$ cat config.mk
export PLATFORM = sky130hd
export DESIGN_NAME = obstacle_scroller
export DESIGN_NICKNAME = d
export VERILOG_FILES = /design/src/rtl/obstacle_scroller.sv
export SDC_FILE = /design/constraint.sdc
export NUM_CORES = 1
export LEC_CHECK = 0
export BUFFER_PORTS_ARGS = -buffer_cell sky130_fd_sc_hd__buf_2
export CAP_MARGIN = 20
export CORE_MARGIN = 5
export CORE_UTILIZATION = 50
export CTS_BUF_LIST = sky130_fd_sc_hd__clkbuf_8 sky130_fd_sc_hd__clkbuf_16
export DETAILED_ROUTE_END_ITERATION = 6
export PLACE_DENSITY = 0.86
export SETUP_SLACK_MARGIN = 0.5
export SLEW_MARGIN = 10
export SYNTH_ARGS = -nofsm -noshare
export SYNTH_HDL_FRONTEND = slang
export SYNTH_SLANG_ARGS = --single-unit
$ cat constraint.sdc
create_clock -name clk -period 3.55 [get_ports clk]
set_input_delay 0.355 -clock clk [delete_from_list [all_inputs] [get_ports clk]]
set_output_delay 0.355 -clock clk [all_outputs]
set_load 0.02 [all_outputs]
$ cat src/rtl/obstacle_scroller.sv
// Purpose : moves one pipe obstacle leftwards across the playfield and latches its gap height.
// Latency : frame_tick -> new x_out in 1 clk; respawn/passed are registered 1-clk pulses.
// Backpressure: none; run=0 freezes all state (pending ticks are dropped, not queued).
// Ports:
//   clk, reset_n        clock, asynchronous active-low reset
//   frame_tick, run     per-frame step strobe, global run/freeze enable
//   speed               pixels per frame, sampled on the tick
//   height_in           height from the generator, clamped and latched as gap_y
//   x_out, gap_y        obstacle left edge and gap height for the current pass
//   visible             x_out is on screen
//   respawn, passed     1-clk pulses: reload to SPAWN_X, crossing of BIRD_X
module obstacle_scroller #(
  parameter int SCREEN_W    = 640,
  parameter int SPAWN_X     = 660,
  parameter int BIRD_X      = 100,
  parameter int HOLD_CYCLES = 4,
  parameter int START_Y     = 150,
  parameter int MIN_GAP_Y   = 100,
  parameter int MAX_GAP_Y   = 299
) (
  input  logic       clk,
  input  logic       reset_n,
  input  logic       frame_tick,
  input  logic       run,
  input  logic [3:0] speed,
  input  logic [9:0] height_in,
  output logic [9:0] x_out,
  output logic [9:0] gap_y,
  output logic       visible,
  output logic       respawn,
  output logic       passed
);

  typedef enum logic [1:0] {
    IDLE   = 2'd0,
    HOLD   = 2'd1,
    SCROLL = 2'd2
  } state_t;

  localparam logic [9:0] SPAWN_X_V  = 10'(SPAWN_X);
  localparam logic [9:0] BIRD_X_V   = 10'(BIRD_X);
  localparam logic [9:0] SCREEN_W_V = 10'(SCREEN_W);
  localparam logic [9:0] START_Y_V  = 10'(START_Y);
  localparam logic [9:0] MIN_Y_V    = 10'(MIN_GAP_Y);
  localparam logic [9:0] MAX_Y_V    = 10'(MAX_GAP_Y);
  localparam logic [3:0] HOLD_LAST  = 4'(HOLD_CYCLES - 1);

  state_t     state;
  logic [3:0] hold_cnt;
  logic [9:0] height_clamped;
  logic [9:0] x_step;
  logic [9:0] speed_ext;

  assign visible   = (x_out < SCREEN_W_V);
  assign speed_ext = {6'd0, speed};
  assign x_step    = x_out - speed_ext;

  always_comb begin
    height_clamped = height_in;
    if (height_in < MIN_Y_V) begin
      height_clamped = MIN_Y_V;
    end else if (height_in > MAX_Y_V) begin
      height_clamped = MAX_Y_V;
    end
  end

  always_ff @(posedge clk or negedge reset_n) begin
    if (!reset_n) begin
      state    <= IDLE;
      x_out    <= SPAWN_X_V;
      gap_y    <= START_Y_V;
      hold_cnt <= 4'd0;
      respawn  <= 1'b0;
      passed   <= 1'b0;
    end else begin
      // Pulses default low so they are exactly one clk wide.
      respawn <= 1'b0;
      passed  <= 1'b0;
      if (run) begin
        case (state)
          IDLE: begin
            state    <= HOLD;
            hold_cnt <= 4'd0;
          end
          HOLD: begin
            // Holding at SPAWN_X gives the generator time to produce a new height.
            if (hold_cnt == HOLD_LAST) begin
              gap_y    <= height_clamped;
              state    <= SCROLL;
              hold_cnt <= 4'd0;
            end else begin
              hold_cnt <= hold_cnt + 4'd1;
            end
          end
          SCROLL: begin
            if (frame_tick && (speed != 4'd0)) begin
              if (x_out >= speed_ext) begin
                x_out  <= x_step;
                passed <= (x_out >= BIRD_X_V) && (x_step < BIRD_X_V);
              end else begin
                // Step would wrap below zero: send the obstacle back to the spawn column.
                x_out    <= SPAWN_X_V;
                respawn  <= 1'b1;
                passed   <= (x_out >= BIRD_X_V);
                state    <= HOLD;
                hold_cnt <= 4'd0;
              end
            end
          end
          default: state <= IDLE;
        endcase
      end
    end
  end

endmodule
After elaboration in Yosys (flattened, before gate mapping) --
Index checks and enable logic that the tools add are counted.
Cells by class: $add $sub $neg 2, magnitude comparators 6, eq/ne operators 6, multiplexer cells 19, reduce and logical (&&, ||, !) cells 9
Operators with widths (number):
- $mux 10 | 3
- $lt 10x7->1 const B | 2
- $mux 4 | 3
- $pmux 4 s3 | 1
- $ge 10x4->1 | 1
- $ge 10x7->1 const B | 1
- $gt 10x9->1 const B | 1
- $lt 10x10->1 const B | 1
- $sub 10x4->10 | 1
- $mux 1 | 8
- $reduce_and 4->1 | 2
- $mux 2 | 3
- $ne 2x2->1 const B | 3
- $pmux 2 s3 | 1
- $reduce_and 3->1 | 2
- $add 4x1->4 const B | 1
- $eq 4x2->1 const B | 1
- $reduce_bool 4->1 | 1
- $reduce_bool 3->1 | 1
- $eq 2x1->1 const B | 1
- $eq 2x2->1 const B | 1
- $logic_and 1x1->1 | 2
- $logic_not 2->1 | 1
Storage, ports and cells: bits in registers 28, input port bits 18, output and inout port bits 23, logic and storage cells 48

Depth between registers and ports, before layout --
depth after elaboration 7, depth in mapped cells 9

Worst setup path after synthesis --
No wires, ideal clock.
kind reg2reg, start register x_out[0], end register state[0], data arrival time 2.255 ns, setup slack 1.170 ns, cell stages (with the launch flop) 8, path buffers 0, period minus slack after synthesis 2.380 ns, cells stage by stage dfrtp_1 > inv_1 > ha_1 > fa_1 > nand2b_1 > a21o_1 > a41oi_1 > mux2_2
On the way: cells in the longest elaborated chain, start to end 3
Ends and longest elaborated chain:
- from (decl) | line 27 | output logic [9:0] x_out,
- from (signal assigned) | line 98 | x_out <= x_step;
- $ge 10x4->1 | line 97 | if (x_out >= speed_ext) begin
- $ne 2x2->1 (no line)
- $reduce_and 4->1 (no line)
- to (signal assigned) | line 89 | state <= SCROLL;
- to (signal assigned) | line 105 | state <= HOLD;
- to (signal assigned) | line 110 | default: state <= IDLE;
- to (decl) | line 48 | state_t state;
Every way passes these cells. A chain may end at the register's enable or synchronous reset.

Worst setup path in the final report --
Same ends and word-level chain as after synthesis.

==> flow_summary.html <==
<table>
<tr><th>Metric</th><th>Value</th></tr>
<tr><th colspan="2">Power and ir drop</th></tr>
<tr><td>Lkg Pwr</td><td>0.955 nW</td></tr>
<tr><td>Pwr/cell area</td><td>722 nW/µm²</td></tr>
<tr><td>VDD IR max</td><td>0.000406 V</td></tr>
<tr><th colspan="2">Routing</th></tr>
<tr><td>Wire length after detailed routing</td><td>3.62 mm</td></tr>
<tr><td>Total via count in the routed design</td><td>1525</td></tr>
<tr><td>Ratio of routed vias to standard cells</td><td>5.65</td></tr>
<tr><td>Post-route ant nets</td><td>0</td></tr>
<tr><td>Final routed wire length divided by cell count</td><td>13.4 µm</td></tr>
<tr><td>Detailed-route DRC error count</td><td>0</td></tr>
<tr><td>Router iterations before antenna repair</td><td>4</td></tr>
<tr><td>Iteration-0 DRC Markers</td><td>111</td></tr>
<tr><th colspan="2">Placed design</th></tr>
<tr><td>Count of input and output buffers</td><td>40</td></tr>
<tr><td>Placed Instances</td><td>266</td></tr>
<tr><td>Sum of net half-perimeters after detailed placement</td><td>2.79 mm</td></tr>
<tr><td>GPL Wtd Cong</td><td>0.895</td></tr>
<tr><th colspan="2">Floorplan</th></tr>
<tr><td>Initial Util</td><td>0.512</td></tr>
<tr><td>Number of rows created at floorplan</td><td>21</td></tr>
<tr><td>Number of placed I/O pins</td><td>41</td></tr>
<tr><td>Die height</td><td>68.2 µm</td></tr>
<tr><td>Core Box Area</td><td>3310 µm²</td></tr>
<tr><td>Chip width</td><td>68.2 µm</td></tr>
<tr><td>Area enclosed by the die boundary</td><td>4660 µm²</td></tr>
<tr><th colspan="2">Synthesis</th></tr>
<tr><td>Leading register cell type out of synthesis</td><td>dfrtp_1</td></tr>
<tr><td>Synth Warn #</td><td>0</td></tr>
<tr><td>Post-synthesis register bit count</td><td>28</td></tr>
<tr><td>Average cell area after synthesis</td><td>8.97 µm²</td></tr>
<tr><td>Fraction of the yosys area taken by sequential cells</td><td>0.419</td></tr>
<tr><td>Number of enable-type register cells in the synthesized netlist</td><td>0</td></tr>
<tr><td>Synth Net Count</td><td>213</td></tr>
<tr><td>Cells after synthesis</td><td>189</td></tr>
<tr><td>Share of flip-flops with an asynchronous set or reset after synthesis</td><td>1.00</td></tr>
<tr><td>Post-synthesis instance area</td><td>1700 µm²</td></tr>
<tr><td>Number of distinct library cell variants in the gate-level netlist after synthesis</td><td>47</td></tr>
<tr><th colspan="2">Run status</th></tr>
<tr><td>Outcome</td><td>finished, final reports clean</td></tr>
<tr><th colspan="2">Critical path</th></tr>
<tr><td>Worst-path maximum fanout</td><td>7</td></tr>
<tr><td>Slowest stage cell on the critical path</td><td>a41oi_1</td></tr>
<tr><td>Crit path buffers/inverters</td><td>1</td></tr>
<tr><td>Startpoint types</td><td>flop</td></tr>
<tr><td>Required time at the endpoint of the critical path</td><td>3.72 ns</td></tr>
<tr><td>Nature of the critical path endpoint</td><td>flop</td></tr>
<tr><td>Kind of cell with the highest combined delay on the critical path</td><td>compound AO/OA/AOI/OAI gates</td></tr>
<tr><td>Data arrival at the endpoint of the critical path</td><td>2.61 ns</td></tr>
<tr><td>Kind of critical path</td><td>reg -&gt; reg</td></tr>
<tr><td>CP Cell Sequence</td><td>inv_1 -&gt; ha_1 -&gt; fa_1 -&gt; nand2b_1 -&gt; a21o_1 -&gt; a41oi_1 -&gt; mux2_2</td></tr>
<tr><td>Worst stage delay on the critical path</td><td>0.50 ns</td></tr>
<tr><th colspan="2">STA</th></tr>
<tr><td>Post-route clock period utilization</td><td>0.689</td></tr>
<tr><td>Setup repair after global routing missed its margin</td><td>false</td></tr>
<tr><td>Clk_skew</td><td>0.00336 ns</td></tr>
<tr><td>Final-report max-slew violation count</td><td>0</td></tr>
<tr><td>Finish-stage setup viols</td><td>0</td></tr>
<tr><td>Clock period minus worst slack</td><td>2.45 ns</td></tr>
<tr><td>Total negative setup slack</td><td>0 ns</td></tr>
<tr><td>Maximum clock frequency</td><td>409 MHz</td></tr>
<tr><td>Slew HR</td><td>0.590</td></tr>
<tr><td>Slew of the pin with the lowest slew margin</td><td>0.616 ns</td></tr>
<tr><td>Number of hold-slack violations in the final timing report</td><td>0</td></tr>
<tr><th colspan="2">Final layout</th></tr>
<tr><td>Fraction of layout cells with a size suffix above 1</td><td>0.268</td></tr>
<tr><td>Count of inserted antenna diode cells</td><td>0</td></tr>
<tr><td>Leading cell type in the layout, fill and taps excluded</td><td>buf_2</td></tr>
<tr><td>Number of standard cells in the final layout excluding fillers</td><td>270</td></tr>
<tr><td>Area delta synth-&gt;final</td><td>17.0%</td></tr>
<tr><td>Most frequent cells in the layout</td><td>buf_2 (40), nand2_1 (23), dfrtp_1 (20)</td></tr>
<tr><td>Net count, final</td><td>249</td></tr>
<tr><th colspan="2">Global route</th></tr>
<tr><td>Number of antenna violations at the first check in global routing</td><td>0</td></tr>
<tr><td>Total gr overflow</td><td>0</td></tr>
<tr><td>First-pass GRT wire length</td><td>6.43 mm</td></tr>
<tr><td>Largest net degree at the start of global routing</td><td>29</td></tr>
<tr><td>Via count of the first global-routing pass</td><td>1515</td></tr>
<tr><td>Total track usage</td><td>0.179</td></tr>
<tr><th colspan="2">CTS</th></tr>
<tr><td>Bufs on Longest Clock Path</td><td>2</td></tr>
<tr><td>H-tree level count</td><td>1</td></tr>
<tr><td>TritonCTS buffer count</td><td>3</td></tr>
<tr><td>Sinks on Clock Net</td><td>28</td></tr>
<tr><td>CTS Root Buffer Type</td><td>clkbuf_8</td></tr>
<tr><td>Worst-Skew Late Latency</td><td>0.27 ns</td></tr>
<tr><td>Clock-pin slew on the worst setup and hold paths</td><td>0.10 ns</td></tr>
<tr><td># hold bufs at CTS</td><td>0</td></tr>
<tr><td>Clock tree from TritonCTS</td><td>done</td></tr>
<tr><td>Post-CTS Repair Setup Buffers</td><td>0</td></tr>
<tr><td>Post-CTS resize count</td><td>0</td></tr>
<tr><th colspan="2">Min path</th></tr>
<tr><td>Worst min-delay path class</td><td>in -&gt; async</td></tr>
<tr><th colspan="2">Run</th></tr>
<tr><td>Count of maximum capacitance violations</td><td>0</td></tr>
</table>
## cell families (layout without fill, tap and decap cells)
logic type	Yosys count	count (layout)	share of synthesized area
AOI/OAI and AO/OA	53	53	0.217
buffers and inverters	17	52	0.0413
adders and majority gates	6	6	0.0487
DFF	28	28	0.419
muxes	4	4	0.0251
xor gates and xnor gates	2	2	0.0103
and+or+nand+nor	79	79	0.238
## worst paths after layout
| check | cells after the start | end | slack (ns) | from |
|---|---|---|---|---|
| max reg2reg | 7 | state[0]$_DFFE_PN0P_ | 1.10 | x_out[0]$_DFFE_PN0P_ |
| max in group asynchronous | 1 | hold_cnt[1]$_DFFE_PN0P_ | 3.06 | reset_n |
| max | 7 | state[0]$_DFFE_PN0P_ | 1.10 | x_out[0]$_DFFE_PN0P_ |
| min reg2reg | 2 | gap_y[8]$_DFFE_PN0P_ | 0.48 | gap_y[8]$_DFFE_PN0P_ |
| min | 1 | x_out[1]$_DFFE_PN0P_ | 0.08 | reset_n |
| min in group clk | 3 | gap_y[2]$_DFFE_PN1P_ | 0.31 | height_in[2] |
## cell type report
type | instances | area [µm²]
inverters | 8 | 30.0
multi-input cells | 144 | 915
clock buffers | 3 | 41.3
well taps | 46 | 57.6
repair buffers | 40 | 200
flip-flops and latches | 28 | 711
clock inverters | 1 | 30.0
fillers | 299 | 1330
## report_power, final
group / leakage [nW] / switching, mW / internal (mW)
Sequential: 0.340 / 0.101 / 0.443
Combinational: 0.579 / 0.384 / 0.253
Clock: 0.0357 / 0.101 / 0.151
Total: 0.955 / 0.586 / 0.847
## synth_stat cells, types with 3 or more instances
| cell type | instances | area share |
|---|---|---|
| inv_1 | 8 | 0.018 |
| a21oi_1 | 10 | 0.030 |
| or2_2 | 3 | 0.011 |
| and2_1 | 3 | 0.011 |
| nand2b_1 | 5 | 0.018 |
| clkbuf_1 | 4 | 0.0089 |
| o41ai_1 | 3 | 0.016 |
| nor3_1 | 6 | 0.018 |
| a21o_1 | 3 | 0.013 |
| o21ai_0 | 13 | 0.038 |
| ha_1 | 5 | 0.037 |
| nor4_1 | 4 | 0.015 |
| nand2_1 | 23 | 0.051 |
| dfrtp_1 | 20 | 0.30 |
| o31ai_1 | 6 | 0.027 |
| nor2_1 | 18 | 0.040 |
| buf_2 | 4 | 0.012 |
| dfstp_2 | 8 | 0.12 |
## metal layers
layer | wire, µm | GRT usage
met1 | 1570 | 0.218
met2 | 1790 | 0.321
met4 | 33 | 0.0496
met3 | 229 | 0.0312
met5 | 0 | 0
## stage by stage
stage	util	hold WS [ns]	power [mW]	instance area, µm²	setup WS (ns)
6_report	0.599	0.0797	1.43	1980	1.10
5_1_grt	0.599	0.136	1.55	1980	0.936
4_1_cts	0.599	0.105	1.45	1980	1.11
3_5_place_dp	0.578	0.408	1.19	1910	1.03
3_3_place_gp	0.578	0.404	1.17	1910	1.08
2_1_floorplan	-	0.0594	1.01	1700	1.17
## registers in the layout, summed over array words and instances, names as in the netlist
signal / cells
x_out: 10
state: 2
gap_y: 10
hold_cnt: 4
respawn: 1
passed: 1
(Power assumes the default switching activity.)
